**src/rtl/i2c_pkg.sv**
```systemverilog
// i2c_pkg: shared states, status codes and line decode for the single-byte I2C initiator
package i2c_pkg;
    typedef enum logic [2:0] {IDLE, START, ADDR, ADDR_ACK, DATA, DATA_ACK, STOP, DONE} state_t;
    localparam logic [1:0] STS_OK    = 2'b00;
    localparam logic [1:0] STS_BUSY  = 2'b01;
    localparam logic [1:0] STS_ANACK = 2'b10;
    localparam logic [1:0] STS_DNACK = 2'b11;
    // returns {scl, sda_oe}; b is the bit to place on SDA (1 releases the line)
    function automatic logic [1:0] line_levels(state_t s, logic [1:0] q, logic b);
        case (s)
            START:              return {q != 2'd3, q != 2'd0};
            ADDR, DATA:         return {q[1], ~b};
            ADDR_ACK, DATA_ACK: return {q[1], 1'b0};
            STOP:               return {q != 2'd0, q != 2'd3};
            default:            return 2'b10;
        endcase
    endfunction
endpackage

```
**src/rtl/i2c_master_byte_if.sv**
```systemverilog
// i2c_master_byte_if: register-file request/status and SDA/SCL pad signals
interface i2c_master_byte_if;
    logic       start;
    logic       rw;
    logic [6:0] slave_addr;
    logic [7:0] wr_data;
    logic [7:0] rd_data;
    logic       busy;
    logic [1:0] i2c_sts;
    logic       i2c_wr_en;
    logic       scl_o;
    logic       sda_oe;
    logic       sda_i;
    modport master (input start, rw, slave_addr, wr_data, sda_i,
                    output rd_data, busy, i2c_sts, i2c_wr_en, scl_o, sda_oe);
    modport slave (output start, rw, slave_addr, wr_data, sda_i,
                   input rd_data, busy, i2c_sts, i2c_wr_en, scl_o, sda_oe);
endinterface

```
**src/rtl/i2c_qtick.sv**
```systemverilog
// i2c_qtick: SCL quarter-period divider with synchronous clear and terminal-count tick
module i2c_qtick #(parameter int CLK_DIV = 4) (
    input  logic clk,
    input  logic rst,
    input  logic clr,
    output logic tick
);
    localparam int W = $clog2(CLK_DIV);
    logic [W-1:0] cnt;
    assign tick = cnt == W'(CLK_DIV - 1);
    always_ff @(posedge clk)
        cnt <= (rst || clr || tick) ? '0 : cnt + 1'b1;
endmodule

```
**src/rtl/i2c_master_byte.sv**
```systemverilog
// i2c_master_byte: single-byte 7-bit-address I2C initiator with status write-back strobe
module i2c_master_byte
    import i2c_pkg::*;
#(
    parameter int CLK_DIV = 4
) (
    input logic clk,
    input logic rst,
    i2c_master_byte_if.master bus
);
    state_t     state, state_n;
    logic       tick, accept, pend, ack, rwl;
    logic [1:0] q, res;
    logic [2:0] n;
    logic [7:0] sh, wd, rx;

    assign accept = state == IDLE && bus.start;
    // read data phase keeps SDA released; otherwise the shift MSB goes out
    assign {bus.scl_o, bus.sda_oe} = line_levels(state, q, (state == DATA && rwl) || sh[7]);

    i2c_qtick #(.CLK_DIV(CLK_DIV)) u_qtick (.clk(clk), .rst(rst), .clr(accept), .tick(tick));

    always_comb begin
        state_n = state;
        if (state == IDLE) state_n = bus.start ? START : IDLE;
        else if (state == DONE) state_n = IDLE;
        else if (tick && q == 2'd3)
            case (state)
                START:    state_n = ADDR;
                ADDR:     state_n = n == 3'd7 ? ADDR_ACK : ADDR;
                ADDR_ACK: state_n = ack ? STOP : DATA;
                DATA:     state_n = n == 3'd7 ? DATA_ACK : DATA;
                DATA_ACK: state_n = STOP;
                default:  state_n = DONE;
            endcase
    end

    always_ff @(posedge clk) begin
        if (rst) begin
            state         <= IDLE;
            q             <= '0;
            n             <= '0;
            pend          <= 1'b0;
            ack           <= 1'b0;
            rwl           <= 1'b0;
            res           <= STS_OK;
            sh            <= '0;
            wd            <= '0;
            rx            <= '0;
            bus.rd_data   <= '0;
            bus.busy      <= 1'b0;
            bus.i2c_sts   <= STS_OK;
            bus.i2c_wr_en <= 1'b0;
        end else begin
            state         <= state_n;
            pend          <= accept;
            bus.i2c_wr_en <= pend;
            if (pend) bus.i2c_sts <= STS_BUSY;
            if (accept) begin
                sh       <= {bus.slave_addr, bus.rw};
                wd       <= bus.wr_data;
                rwl      <= bus.rw;
                res      <= STS_OK;
                q        <= '0;
                n        <= '0;
                bus.busy <= 1'b1;
            end
            if (state == DONE) bus.busy <= 1'b0;
            if (tick && state != IDLE && state != DONE) begin
                q <= q + 1'b1;
                if (q == 2'd2) begin
                    ack <= bus.sda_i;
                    if (state == DATA) rx <= {rx[6:0], bus.sda_i};
                end
                if (q == 2'd3) begin
                    if (state == ADDR || state == DATA) begin
                        sh <= {sh[6:0], 1'b0};
                        n  <= n + 1'b1;
                    end
                    if (state == ADDR_ACK) begin
                        if (ack) res <= STS_ANACK;
                        else sh <= wd;
                    end
                    if (state == DATA_ACK && !rwl && ack) res <= STS_DNACK;
                    if (state == STOP) begin
                        bus.i2c_sts   <= res;
                        bus.i2c_wr_en <= 1'b1;
                        if (rwl && res == STS_OK) bus.rd_data <= rx;
                    end
                end
            end
        end
    end
endmodule

```
**src/flat_wrapper.sv**
```systemverilog
// flat-port wrapper written by rule: the top's interface ports become plain ports
module i2c_master_byte_flat import i2c_pkg::*;
#(
    parameter int CLK_DIV = 4
)
  (clk, rst, bus_start, bus_rw, bus_slave_addr, bus_wr_data, bus_sda_i, bus_rd_data, bus_busy, bus_i2c_sts, bus_i2c_wr_en, bus_scl_o, bus_sda_oe);
  i2c_master_byte_if bus_i ();
  input logic clk;
  input logic rst;
  input wire logic [$bits(bus_i.start)-1:0] bus_start;
  input wire logic [$bits(bus_i.rw)-1:0] bus_rw;
  input wire logic [$bits(bus_i.slave_addr)-1:0] bus_slave_addr;
  input wire logic [$bits(bus_i.wr_data)-1:0] bus_wr_data;
  input wire logic [$bits(bus_i.sda_i)-1:0] bus_sda_i;
  output wire logic [$bits(bus_i.rd_data)-1:0] bus_rd_data;
  output wire logic [$bits(bus_i.busy)-1:0] bus_busy;
  output wire logic [$bits(bus_i.i2c_sts)-1:0] bus_i2c_sts;
  output wire logic [$bits(bus_i.i2c_wr_en)-1:0] bus_i2c_wr_en;
  output wire logic [$bits(bus_i.scl_o)-1:0] bus_scl_o;
  output wire logic [$bits(bus_i.sda_oe)-1:0] bus_sda_oe;
  assign bus_i.start = bus_start;
  assign bus_i.rw = bus_rw;
  assign bus_i.slave_addr = bus_slave_addr;
  assign bus_i.wr_data = bus_wr_data;
  assign bus_i.sda_i = bus_sda_i;
  assign bus_rd_data = bus_i.rd_data;
  assign bus_busy = bus_i.busy;
  assign bus_i2c_sts = bus_i.i2c_sts;
  assign bus_i2c_wr_en = bus_i.i2c_wr_en;
  assign bus_scl_o = bus_i.scl_o;
  assign bus_sda_oe = bus_i.sda_oe;
  i2c_master_byte #(.CLK_DIV(CLK_DIV)) u_core (.clk(clk), .rst(rst), .bus(bus_i));
endmodule
```
**config.mk**
```make
export PLATFORM = sky130hd
export DESIGN_NAME = i2c_master_byte_flat
export DESIGN_NICKNAME = d
export VERILOG_FILES = /design/src/rtl/i2c_pkg.sv /design/src/rtl/i2c_master_byte_if.sv /design/src/rtl/i2c_qtick.sv /design/src/rtl/i2c_master_byte.sv /design/src/flat_wrapper.sv
export SDC_FILE = /design/constraint.sdc
export NUM_CORES = 1
export LEC_CHECK = 0
export BUFFER_PORTS_ARGS = -buffer_cell sky130_fd_sc_hd__buf_2
export CORE_MARGIN = 2
export CORE_UTILIZATION = 59
export CTS_BUF_LIST = sky130_fd_sc_hd__clkbuf_8
export CTS_CLUSTER_SIZE = 20
export DETAILED_ROUTE_END_ITERATION = 8
export PLACE_DENSITY = 0.82
export SYNTH_ARGS = -nofsm -noshare
export SYNTH_HDL_FRONTEND = slang
export SYNTH_SLANG_ARGS = --single-unit
```
**constraint.sdc**
```tcl
create_clock -name clk -period 2.3 [get_ports clk]
set_input_delay 0.46 -clock clk [delete_from_list [all_inputs] [get_ports clk]]
set_output_delay 0.46 -clock clk [all_outputs]
set_load 0.03 [all_outputs]
```
==> results of run 1 <==
## cell type report
cell class | count | area [sq um] | share of cell area
clock buffer | 5 | 68.8 | 0.0262
multi-input combinational | 186 | 1210 | 0.463
timing repair buffer | 40 | 218 | 0.0830
sequential | 51 | 1020 | 0.390
clock inverter | 3 | 21.3 | 0.00811
tap | 48 | 60.1 | 0.0229
inverter | 5 | 18.8 | 0.00716
## repair_timing
action / CTS / global route
hold buffers: 0 / 0
resized for setup: 0 / 2
endpoints found under the setup margin: 0 / 2
## through the flow
step / hold slack [ps] / cell area [sq um] / power [mW]
finish: 369 / 2620 / 1.61
global route: 369 / 2620 / 1.67
CTS: 372 / 2610 / 1.62
detailed placement: 428 / 2520 / 1.12
global placement: 420 / 2520 / 1.11
floorplan: 408 / 2340 / 1.07
## cells by family (layout without fill, tap and decap cells)
| family | Yosys count | in the layout | synth area share |
|---|---|---|---|
| mux | 28 | 28 | 0.120 |
| compound gates | 46 | 46 | 0.131 |
| buf+inv | 22 | 53 | 0.0539 |
| fa+ha+maj | 7 | 7 | 0.0374 |
| xor+xnor | 1 | 1 | 0.00374 |
| simple gates | 104 | 104 | 0.219 |
| flops | 51 | 51 | 0.435 |
## registers in the layout (all words and copies together), names as in the netlist
register,flops
u_core.ack,1
u_core.bus.busy,1
u_core.bus.i2c_sts,2
u_core.bus.i2c_wr_en,1
u_core.bus.rd_data,8
u_core.n,3
u_core.pend,1
u_core.q,2
u_core.res,2
u_core.rwl,1
u_core.rx,8
u_core.sh,8
u_core.state,3
u_core.u_qtick.cnt,2
u_core.wd,8
## critical path: stages, from the launching register on
cell and delay, ps:
sky130_fd_sc_hd__dfxtp_1 550, sky130_fd_sc_hd__inv_1 190, sky130_fd_sc_hd__nor3_1 280, sky130_fd_sc_hd__a221o_1 180, sky130_fd_sc_hd__buf_2 190
## per-layer routing
| layer | share of wire | routed length [microns] |
|---|---|---|
| met5 | 0 | 0 |
| met4 | 0.018 | 87 |
| met3 | 0.053 | 259 |
| met2 | 0.47 | 2290 |
| met1 | 0.46 | 2220 |
## worst paths after layout
kind / slack [ps] / endpoint / depth (start not counted)
setup reg to reg: 460 / u_core.sh[6]$_SDFF_PP0_ / 5
setup / recovery: 120 / bus_sda_oe / 4
hold reg to reg: 440 / u_core.u_qtick.cnt[0]$_SDFF_PP0_ / 1
hold / removal: 370 / u_core.wd[3]$_SDFFE_PP0P_ / 3
## cells in the final DEF, fill, tap and decap left out, drive strengths merged, types with 2 or more instances in the layout
cell type  synthesis  final
buf               12     40
ha                 7      7
o311ai             2      2
inv                5      6
nor4b              2      2
dfxtp             51     51
a21oi             19     19
o22ai              6      6
nor2              42     42
a22oi              6      6
and3               2      2
nand3              5      5
nand3b             3      3
nor4               2      2
clkbuf             5      5
nand2             27     27
mux2i             27     27
nand4              2      2
or3                2      2
clkinv             0      2
nand2b             2      2
nor3               7      7
o21bai             2      2
## power groups by stage
stage	logic (mW)	clock network, mW	registers (mW)
4_1_cts	0.159	0.520	0.938
6_report	0.158	0.518	0.939
2_1_floorplan	0.117	0	0.956
3_3_place_gp	0.153	0	0.958
5_1_grt	0.174	0.557	0.943
3_5_place_dp	0.158	0	0.959
==> flow_summary.json, run 1 <==
{
  "holdCritStartpoint": "bus_wr_data[3]",
  "max_freq_mhz": 459,
  "cellLeakagePower_nw": 1.11,
  "final_core_util": 0.701,
  "setup.worst_path.class": "reg -> out",
  "number_of_filler_cells_placed_in_the_layout": 318,
  "mappedNetlistArea_sq_um": 2340,
  "place.gp.congestion": 0.885,
  "place.detailed.instances": 330,
  "worst_slack_ps": 122,
  "pre_cts_setup_slack_ps": 426,
  "clk_transition_reported_paths_ps": 90,
  "fp.dieW_microns": 67.0,
  "fp-row-count": 22,
  "fin_skew_ps": 4.05,
  "final_net_count": 316,
  "drt-pass1-iter-count": 4,
  "grt_antenna_before_repair": 0,
  "initial_utilization": 0.626,
  "cap_viol_max_count": 0,
  "power.net_switching_mw": 0.418,
  "groute.layer.met2.usage": 0.381,
  "grt_util_met1": 0.309,
  "synth_largest_type_area_fraction": 0.435,
  "hold_viol_final": 0,
  "postSynthAreaPerCell_sq_um": 9.05,
  "place.port_buffers": 33,
  "number_of_enable_flip_flop_cells_after_synthesis": 0,
  "gr-usage-met3": 0.0676,
  "setup_viol_count_final": 0,
  "pin_count": 34,
  "antenna_left": 0,
  "insertedDiodeCount": 0,
  "number_of_distinct_standard_cells_referenced_by_the_synthesized_netlist": 50,
  "clock_sink_count": 51,
  "grt_pass1_wl_microns": 8120,
  "synth_cells": 259,
  "globalRoute.busiestLayer": "met2",
  "die-area_sq_um": 4490,
  "worst-slew-pin-transition_ps": 522,
  "grt_pass1_vias": 1802,
  "cp-end-kind": "output port",
  "post_route_cells_drive_above_1_share": 0.197,
  "synth.area.top_cells": "sky130_fd_sc_hd__dfxtp_1, sky130_fd_sc_hd__mux2i_1, sky130_fd_sc_hd__nor2_1, sky130_fd_sc_hd__nand2_1, sky130_fd_sc_hd__a21oi_1",
  "power_density_nw_per_um2": 616,
  "detailroute.via_count": 1934,
  "power.combinational.fraction": 0.098,
  "place_hpwl_microns": 3410,
  "synth_nets": 286,
  "netlist.top_cell.by_area": "sky130_fd_sc_hd__dfxtp_1",
  "cts.root.buffer_cell": "sky130_fd_sc_hd__clkbuf_8",
  "worst_ep_arrival_time_ps": 1720,
  "synth-warning-count": 0,
  "track_usage": 0.240,
  "die-height_microns": 67.0,
  "p_int_mw": 1.20,
  "pin_count_of_the_biggest_net_entering_global_routing": 41,
  "critical_path.startpoint": "u_core.state[0]$_SDFFE_PP0P_",
  "synth-seq-area-share": 0.435,
  "critical_path.max_fanout": 12,
  "maxSlewViolCount": 0,
  "hp-class": "in -> reg",
  "placeable_core_region_sq_um": 3740,
  "period_needed_ps": 2180,
  "post_cts_buffers": 0,
  "setup_tns_ps": 0,
  "synthArstFlopShare": 0,
  "clock_latency_ps": 320,
  "p_seq_frac": 0.581,
  "clock_power_share": 0.321,
  "swShare": 0.259,
  "synthFlopType": "sky130_fd_sc_hd__dfxtp_1",
  "cts_max_path_buffers": 2,
  "count_of_placed_standard_cells_in_the_final_layout_fillers_left_out": 338,
  "grt_overflow": 0,
  "slew-limit-headroom": 0.652,
  "worst-endpoint-required_ps": 1840,
  "detail_route.drc_violations": 0,
  "drt_iter0_drc": 148,
  "critical_path.reg2reg.startpoint": "u_core.state[1]$_SDFFE_PP0P_",
  "tritoncts": "yes",
  "vdd.ir_drop.worst_mv": 0.677,
  "detail_route.wirelength_microns": 4860,
  "cts-htree-levels": 2,
  "status": "finished clean",
  "route.detailed.wl_per_inst_microns": 14.4,
  "synth-seq-cells": 51,
  "fin_crit_sh": 0.947,
  "areaGrowthSynthToFinish_pct": 11.8,
  "synth_most_common_cell": "sky130_fd_sc_hd__dfxtp_1",
  "unrepaired_setup_endpoints_after_global_routing": "no",
  "cts_made_buffers": 5,
  "route.detailed.vias_per_inst": 5.72,
  "crit_path_start_kind": "register",
  "synth_common_cells": "sky130_fd_sc_hd__dfxtp_1, sky130_fd_sc_hd__nor2_1, sky130_fd_sc_hd__mux2i_1, sky130_fd_sc_hd__nand2_1, sky130_fd_sc_hd__a21oi_1"
}
No activity file was read; power rests on OpenSTA's default activity.
==> run 2: changes to the inputs <==
Settings changed: MAX_ROUTING_LAYER set to met4, RECOVER_POWER set to 25, SLEW_MARGIN set to 0.
==> run 2 against run 1 <==
  * Setup slack better by 62 ps
  * Cell area increased by 0.19%
  * Sequential share of layout area is 0.074 points lower
==> flow_summary.json, run 2 (synthesis gave the netlist of run 1 again) <==
{
  "vdd.ir_drop.worst_mv": 0.576,
  "cts_hold_buf": 0,
  "worst-endpoint-required_ps": 1840,
  "worst_ep_arrival_time_ps": 1660,
  "period_needed_ps": 2120,
  "post_cts_buffers": 0,
  "crit_path_start_kind": "register",
  "insertedDiodeCount": 0,
  "placeable_core_region_sq_um": 3740,
  "cts_made_buffers": 5,
  "cts_max_path_buffers": 2,
  "post_route_cells_drive_above_1_share": 0.152,
  "fp.dieW_microns": 67.0,
  "fin_crit_sh": 0.920,
  "fp-row-count": 22,
  "detail_route.drc_violations": 0,
  "status": "finished clean",
  "tritoncts": "yes",
  "initial_utilization": 0.626,
  "route.detailed.vias_per_inst": 5.80,
  "antenna_left": 0,
  "pin_count": 34,
  "number_of_filler_cells_placed_in_the_layout": 326,
  "maxSlewViolCount": 0,
  "place.gp.congestion": 0.860,
  "unrepaired_setup_endpoints_after_global_routing": "no",
  "slew-limit-headroom": 0.554,
  "setup_tns_ps": 0,
  "hold_viol_final": 0,
  "power_density_nw_per_um2": 663,
  "areaGrowthSynthToFinish_pct": 12.1,
  "die-height_microns": 67.0,
  "clock_sink_count": 51,
  "critical_path.startpoint": "u_core.state[1]$_SDFFE_PP0P_",
  "detail_route.wirelength_microns": 4990,
  "setup_viol_count_final": 0,
  "pre_cts_setup_slack_ps": 417,
  "cp_top_family": "flip-flops",
  "drt_iter0_drc": 247,
  "final_net_count": 316,
  "cp_cell_sequence": "xnor2_1 -> nor2_1 -> a221oi_1 -> buf_2",
  "critical_path.reg2reg.startpoint": "u_core.state[0]$_SDFFE_PP0P_",
  "cellLeakagePower_nw": 1.07,
  "worst_slack_ps": 184,
  "cts_resized": 0,
  "grt_antenna_before_repair": 0,
  "grt_pass1_vias": 1761,
  "cts.root.buffer_cell": "sky130_fd_sc_hd__clkbuf_8",
  "timing.critical_path.slowest_stage_cell": "sky130_fd_sc_hd__dfxtp_1",
  "fin_skew_ps": 6.35,
  "clk_transition_reported_paths_ps": 90,
  "pin_count_of_the_biggest_net_entering_global_routing": 41,
  "final_common_cell": "sky130_fd_sc_hd__dfxtp_1",
  "cts-htree-levels": 2,
  "cp-end-kind": "output port",
  "route.detailed.wl_per_inst_microns": 14.8,
  "cap_viol_max_count": 0,
  "max_freq_mhz": 473,
  "setup.worst_path.class": "reg -> out",
  "detailroute.via_count": 1959,
  "timing.critical_path.slowest_cell_delay_ps": 410,
  "worst-slew-pin-transition_ps": 668,
  "grt_pass1_wl_microns": 8220,
  "final_cell_mix": "sky130_fd_sc_hd__dfxtp_1, sky130_fd_sc_hd__nor2_1, sky130_fd_sc_hd__mux2i_1, sky130_fd_sc_hd__nand2_1, sky130_fd_sc_hd__buf_2",
  "drt-pass1-iter-count": 4,
  "clock_latency_ps": 300,
  "place.port_buffers": 33,
  "place_hpwl_microns": 3340,
  "die-area_sq_um": 4490,
  "critical_path.max_fanout": 7,
  "track_usage": 0.248,
  "crit_buf_inv": 1,
  "hp-class": "in -> reg",
  "holdCritStartpoint": "bus_wr_data[2]",
  "grt_overflow": 0
}
[run 2: cell types whose count changed in the layout (fill, tap and decap cells not counted)]
cell,change
sky130_fd_sc_hd__buf_2,-12
sky130_fd_sc_hd__bufinv_16,+1
sky130_fd_sc_hd__clkbuf_1,+12
sky130_fd_sc_hd__clkbuf_8,+1
sky130_fd_sc_hd__clkinv_4,-2
sky130_fd_sc_hd__inv_1,-1
sky130_fd_sc_hd__inv_6,+1
sky130_fd_sc_hd__or4b_1,+1
sky130_fd_sc_hd__or4b_4,-1
sky130_fd_sc_hd__xnor2_1,+1
sky130_fd_sc_hd__xnor2_2,-1
[run 2: path summary, 6_finish.rpt]
check        slack (ps)  cells past startpoint                      endpoint
max                 180                      4                     bus_scl_o
min                 390                      3     u_core.wd[2]$_SDFFE_PP0P_
max reg2reg         340                      5       u_core.sh[7]$_SDFF_PP0_
min reg2reg         470                      2  u_core.bus.busy$_SDFFE_PP0P_
[run 2: layout make-up]
type	count	area (sq um)	area share
multi-input cells	186	1200	0.458
flip-flops and latches	51	1020	0.389
repair buffers	40	203	0.0771
clock buffers	6	82.6	0.0314
well taps	48	60.1	0.0229
clock inverters	2	38.8	0.0148
inverters	5	18.8	0.00714
[run 2: worst register-to-register path, delay by kind of cell, from the launching register on]
family / cells / cell delay, ps
flip-flops: 1 / 370
AO/OA/AOI/OAI: 1 / 160
buffers and inverters: 1 / 220
AND/OR/NAND/NOR: 3 / 1120
[run 2: metal layers]
| metal | global-route usage | share of wire | vias up |
|---|---|---|---|
| met5 | - | 0 | - |
| met4 | 0.0638 | 0.0080 | 0 |
| met3 | 0.0372 | 0.052 | 4 |
| met2 | 0.392 | 0.47 | 52 |
| met1 | 0.333 | 0.47 | 926 |
| li1 | - | - | 977 |
[run 2: power breakdown]
| part | internal (mW) | leakage [nW] | switching, mW |
|---|---|---|---|
| registers | 0.915 | 0.416 | 0.0205 |
| logic | 0.0653 | 0.596 | 0.0929 |
| clock network | 0.358 | 0.0618 | 0.290 |
[run 2: per-stage QoR]
step	hold slack, ps	power, mW	cell area, sq um	utilization	std cells
after floorplan	408	1.07	2340	-	259
after global placement	418	1.11	2520	0.674	330
after detailed placement	421	1.12	2520	0.674	330
after CTS	389	1.75	2650	0.707	338
after global routing	376	1.81	2630	0.702	338
final	388	1.74	2630	0.702	338
